## src/rtl/round_recorder.sv

```systemverilog
// round_recorder -- records the per-round outcomes of one match.
//
// A match is opened by Start (from IDLE or DONE), then collects ROUNDS
// accepted round results. Each accepted result is packed into a 2-bit slot
// of Out_cr (slot k = bits [2k+1:2k]); unplayed slots stay 00. Done rises
// on the edge that commits the final round, together with the final Out_cr.
//
// Optional feature: define EARLY_DECIDE_EN to end the match as soon as the
// trailing player can no longer catch up with the leader (remaining slots
// are left at 00). With the macro undefined every match runs all ROUNDS.
//
// Reset is synchronous and active high; it wins over Start and Round_valid.

module round_recorder #(
  parameter int ROUNDS = 5
) (
  input  logic                  Clock,
  input  logic                  Reset,
  input  logic                  Start,
  input  logic                  Round_valid,
  input  logic [1:0]            Round_result,
  output logic                  Ready,
  output logic [2*ROUNDS-1:0]   Out_cr,
  output logic [2:0]            Round_cnt,
  output logic                  Done
);

  localparam logic [2:0] ROUNDS_CNT = 3'(ROUNDS);

  typedef enum logic [1:0] {
    IDLE    = 2'd0,
    COLLECT = 2'd1,
    DONE    = 2'd2
  } state_t;

  state_t state, state_next;

  // Per-player win tallies; a draw credits both players.
  logic [2:0] p1_w, p2_w;

  logic                start_take;
  logic                accept;
  logic [2:0]          cnt_inc;
  logic [2:0]          p1_inc, p2_inc;
  logic                last_round;
  logic                early_decide;
  logic [2*ROUNDS-1:0] out_cr_next;

  // Decode of the control events and the post-accept values they produce.
  always_comb begin
    // NOTE: every signal written here gets a default first so no path can leave it unassigned, which would otherwise infer a latch.
    start_take  = Start && (state != COLLECT);
    accept      = (state == COLLECT) && Round_valid && (Round_result != 2'b00);
    cnt_inc     = Round_cnt + 3'd1;
    p1_inc      = p1_w + {2'b00, Round_result[0]};
    p2_inc      = p2_w + {2'b00, Round_result[1]};
    last_round  = (cnt_inc == ROUNDS_CNT);
    out_cr_next = Out_cr;
    for (int i = 0; i < ROUNDS; i++) begin
      if (Round_cnt == 3'(i)) begin
        out_cr_next[2*i +: 2] = Round_result;
      end
    end
  end

`ifdef EARLY_DECIDE_EN
  logic [2:0] win_gap;
  logic [2:0] rounds_left;

  // Match is decided once the lead exceeds the rounds still to be played.
  always_comb begin
    win_gap      = (p1_inc >= p2_inc) ? (p1_inc - p2_inc) : (p2_inc - p1_inc);
    rounds_left  = ROUNDS_CNT - cnt_inc;
    early_decide = (win_gap > rounds_left);
  end
`else
  assign early_decide = 1'b0;
`endif

  // State register.
  always_ff @(posedge Clock) begin
    // NOTE: sequential state uses non-blocking assignments so every register samples pre-edge values, independent of block ordering.
    if (Reset) begin
      state <= IDLE;
    end else begin
      state <= state_next;
    end
  end

  // Next-state logic.
  always_comb begin
    state_next = state;
    unique case (state)
      IDLE:    if (Start) state_next = COLLECT;
      COLLECT: if (accept && (last_round || early_decide)) state_next = DONE;
      DONE:    if (Start) state_next = COLLECT;
      default: state_next = IDLE;
    endcase
  end

  // Status outputs decoded from the current state.
  always_comb begin
    Ready = (state == COLLECT);
    Done  = (state == DONE);
  end

  // Result vector, round counter and win tallies: clear on a new match,
  // commit one slot per accepted round, otherwise hold.
  always_ff @(posedge Clock) begin
    if (Reset) begin
      Out_cr    <= '0;
      Round_cnt <= '0;
      p1_w      <= '0;
      p2_w      <= '0;
    end else if (start_take) begin
      Out_cr    <= '0;
      Round_cnt <= '0;
      p1_w      <= '0;
      p2_w      <= '0;
    end else if (accept) begin
      Out_cr    <= out_cr_next;
      Round_cnt <= cnt_inc;
      p1_w      <= p1_inc;
      p2_w      <= p2_inc;
    end
  end

endmodule
```

## config.mk

```make
export PLATFORM = sky130hd
export DESIGN_NAME = round_recorder
export DESIGN_NICKNAME = d
export VERILOG_FILES = /design/src/rtl/round_recorder.sv
export SDC_FILE = /design/constraint.sdc
export NUM_CORES = 1
export LEC_CHECK = 0
export ABC_AREA = 1
export BUFFER_PORTS_ARGS = -buffer_cell sky130_fd_sc_hd__buf_2
export CAP_MARGIN = 25
export CELL_PAD_IN_SITES_DETAIL_PLACEMENT = 0
export CELL_PAD_IN_SITES_GLOBAL_PLACEMENT = 1
export CORE_ASPECT_RATIO = 0.9
export CORE_MARGIN = 5
export CORE_UTILIZATION = 39
export DETAILED_ROUTE_END_ITERATION = 10
export PLACE_DENSITY = 0.84
export SYNTH_ARGS = -nofsm -noshare
export SYNTH_HDL_FRONTEND = slang
export SYNTH_SLANG_ARGS = --single-unit
export TNS_END_PERCENT = 1
```

## constraint.sdc

```tcl
create_clock -name Clock -period 2.4 [get_ports Clock]
set_input_delay 0.24 -clock Clock [delete_from_list [all_inputs] [get_ports Clock]]
set_output_delay 0.24 -clock Clock [all_outputs]
set_load 0.005 [all_outputs]
```

Yosys cells after proc, flatten, opt, wreduce, memory -nomap -nowiden
Cells that the tools add are included.
W data, S select, Z words.
{ "totals": {"register_bits": 15, "output_inout_bits": 15} }
{ "op_classes": {"addsub": 1, "n_eq_ne": 10, "muxes": 3, "n_reduce_logical": 15} }
{ "ops": {"columns": ["cell", "count"], "rows": [
  ["$reduce_and A2 Y1", 6],
  ["$eq A3 B2 Y1 const B", 2],
  ["$eq A3 B3 Y1 const B", 2],
  ["$ne A2 B1 Y1 const B", 3],
  ["$logic_and A1 B1 Y1", 4],
  ["$mux W2", 2],
  ["$pmux W2 S2", 1],
  ["$reduce_or A2 Y1", 2],
  ["$add A3 B1 Y3 const B", 1],
  ["$eq A3 B1 Y1 const B", 1],
  ["$logic_not A3 Y1", 1],
  ["$eq A2 B1 Y1 const B", 1],
  ["$eq A2 B2 Y1 const B", 1],
  ["$logic_not A2 Y1", 1],
  ["$reduce_bool A2 Y1", 1]
]} }

Logic depth before layout (Yosys ltp)
{ "logic_depth": {"word_depth": 6, "ltp_mapped": 7, "ltp_nobuf": 7} }

Worst setup path before layout
No wires, ideal clock.
{ "synth_timing": {"kind": "reg2reg", "startpoint": "reg Round_cnt[0]", "endpoint": "reg state[0]", "arrival_time_ns": 1.091, "required_ns": 2.284, "setup_slack_ns": 1.194, "stages_incl_launch_ff": 7, "path_buffers": 0, "cell_sequence": "dfxtp_1 > ha_1 > ha_1 > nor2_1 > nand2_1 > nand2_1 > a21oi_1"} }
{ "synth_via": {"elab_chain_len": 5} }
{ "synth_rtl": {"columns": ["item", "line", "text"], "rows": [
  ["start: declaration", "24", "output logic [2:0] Round_cnt,"],
  ["start signal: assignment", "122", "Round_cnt <= cnt_inc;"],
  ["$add A3 B1 Y3", "54", "cnt_inc = Round_cnt + 3'd1;"],
  ["$eq A3 B3 Y1", "57", "last_round = (cnt_inc == ROUNDS_CNT);"],
  ["$logic_and A1 B1 Y1", "95", "COLLECT: if (accept && (last_round || early_decide)) state_next = DONE;"],
  ["$ne A2 B1 Y1 (no source line)", null, null],
  ["$reduce_and A2 Y1 (no source line)", null, null],
  ["end signal: assignment", "86", "state <= state_next;"],
  ["end: declaration", "36", "state_t state, state_next;"]
]} }
Every way passes these cells.
A chain may end at the register's enable or synchronous reset.

Final worst setup path
{ "layout_timing": {"startpoint": "reg state[0]", "endpoint": "out Ready"} }
{ "layout_via": {"elab_chain_len": 1} }
{ "layout_rtl": {"columns": ["item", "line", "text"], "rows": [
  ["$eq A2 B1 Y1", "103", "Ready = (state == COLLECT);"],
  ["end: declaration", "22", "output logic Ready,"]
]} }
Every way passes these cells.

==> qor.yml <==
outcome:
  status: "complete, no violations"
flow_run:
  cap_violations: 0
final_layout:
  n_antenna_cell: 0
  syn_to_final_growth_pct: 15.3
  nNetsFinal: 143
  nFillCells: 202
  drive_above_1_share: 0.308
  stdcell_count: 155
yosys:
  seq_area_frac_synth: 0.363
  ys_ff_latch: 15
  yosys.area.top_type_share: 0.363
  netlist_area_um2: 827
  async_flop_share: 0
  synth_warnings: 0
  synthTopCellsByArea: "dfxtp_1 36%, ha_1 9.1%, nor2_2 9.1%, nand2_1 8.6%, nand4_1 7.6%"
  ys.flop_type: "dfxtp_1"
  synth.most_common_cell: "nand2_1"
  synth_nets: 122
  syn_area_per_cell_um2: 7.52
  yosys.area.top_type: "dfxtp_1"
  yosysUniqueCellTypes: 15
  netlist_top_cells_count: "19 x nand2_1, 15 x dfxtp_1, 13 x inv_1"
  syn_inst: 110
  synth_edf_count: 0
global_route:
  grt_pass1_wl_mm: 2.88
  grt_pass1_vias: 690
  antenna_found_initial: 0
  grtUsageTotal: 0.122
  overflow: 0
  grt_max_degree: 16
routing:
  post-route-drc-count: 0
  viasPerCell: 4.83
  dr.pass1.iters: 4
  ant_nets: 0
  drt_iter0_markers: 31
  vias: 748
  wl_per_cell_um: 10.7
  drt_wl_total_mm: 1.66
placement:
  port_buffers: 20
  place_inst: 151
  gp_congestion: 0.753
  hpwlAfterDp_mm: 1.27
sta:
  fin_crit_ns: 1.42
  post-route-period-util: 0.591
  drv_slew: 0
  maxSlewHeadroom: 0.560
  setup_viol: 0
  holdWs_ns: 0.160
  fin_setup_tns_ns: 0
  clock_skew_ns: 0.00825
  hold_viol_final: 0
  clock.fmax_ghz: 0.705
  rsz0062_at_grt: "false"
  worst_pin_slew_ns: 0.658
critical_path:
  startpoint_type: "register"
  rrSetupSlack_ns: 1.04
  path_class: "register to output pin"
  critical_path_peak_fanout: 14
  rr_endpoint: "state[0]"
  r2r_start: "Round_cnt[0]"
  reg2reg_depth: 6
  arrival_ns: 1.18
  crit_required_ns: 2.16
  end_kind: "output pin"
clocking:
  cts-hold-fix-buffers: 0
  htree_levels: 1
  cts_buffers: 3
  cts_buffer_depth: 2
  clkSinkCount: 15
  root_buffer: "clkbuf_4"
  cts_tree: "built"
  clk_latency_ns: 0.28
  cts_setup_buffers: 0
  clk_pin_slew_ns: 0.09
  cts_resized: 0
min_path:
  min_path_type: "primary input to register"
  min-delay-start: "Reset"
  worstHoldPathCells: 2
  min_to: "state[0]"
power:
  peakVddDrop_mv: 0.272
  p_per_area_mw_per_mm2: 495
  p_leak_nw: 0.440
die:
  num_rows: 15
  die_w_um: 58.5
  io_pins: 21
  die-area_mm2: 0.00314
  start_util: 0.420
  coreArea_mm2: 0.00197
  die_y_um: 53.7
worst max-delay path, cell delays in order, from the launching register on:
cell and delay [ns]:
dfxtp_1 0.39, inv_2 0.07, nor2_4 0.26, buf_2 0.18
routing by layer:
layer / GRT usage / vias up / wire [um]
li1: - / 392 / -
met1: 0.139 / 334 / 740
met2: 0.212 / 20 / 778
met3: 0.0480 / 2 / 123
met4: 0.0347 / 0 / 14
met5: 0 / - / 0
sequential cells by signal, indices dropped and copies added (netlist names):
signal / flops
state: 2
Out_cr: 10
Round_cnt: 3
cell type report:
| type | count | area, um^2 | share of cell area |
|---|---|---|---|
| Multi-Input combinational cell | 77 | 443 | 0.465 |
| Sequential cell | 15 | 300 | 0.315 |
| Inverter | 14 | 52.6 | 0.0551 |
| Clock buffer | 4 | 26.3 | 0.0276 |
| Tap cell | 25 | 31.3 | 0.0328 |
| Timing Repair Buffer | 20 | 100 | 0.105 |
per-stage QoR:
step | utilization | area, um^2 | total power [mW] | setup WS (ns)
2_1_floorplan | - | 827 | 0.320 | 1.19
4_1_cts | 0.484 | 953 | 0.481 | 0.973
6_report | 0.484 | 953 | 0.471 | 0.981
3_5_place_dp | 0.470 | 927 | 0.334 | 1.01
3_3_place_gp | 0.470 | 927 | 0.333 | 1.06
5_1_grt | 0.484 | 953 | 0.504 | 0.868
cells by family (layout without fill, tap and decap cells):
family	Yosys count	after routing	synth area share
buffers and inverters	18	38	0.101
flip-flops	15	15	0.363
AO/OA/AOI/OAI	14	14	0.0847
AND/OR/NAND/NOR	57	57	0.360
adder cells (fa/ha/maj)	6	6	0.0908
where the power goes:
group	internal [mW]	switching [mW]	total (mW)
combinational	0.0225	0.0471	0.0696
clock	0.0645	0.0790	0.144
sequential	0.253	0.00481	0.258
worst max-delay path by stage:
stage	startpoint	to	cells after the start
floorplan	Round_cnt[0]	state[0]	6
global placement	Round_result[0]	Out_cr[1]	6
detailed placement	Round_result[0]	Round_cnt[0]	6
CTS	state[0]	Ready	3
global route	state[0]	Round_cnt[1]	6
finish	state[0]	Ready	3
placed cells by master (no fill, tap or decap), drive strengths merged:
cell type   n
ha          6
nand2      19
inv        14
nor2       27
nand3       1
a21oi      12
nand4      10
dfxtp      15
o21ai       2
buf        20
clkbuf      4
Power figures use the tool's default switching activity.
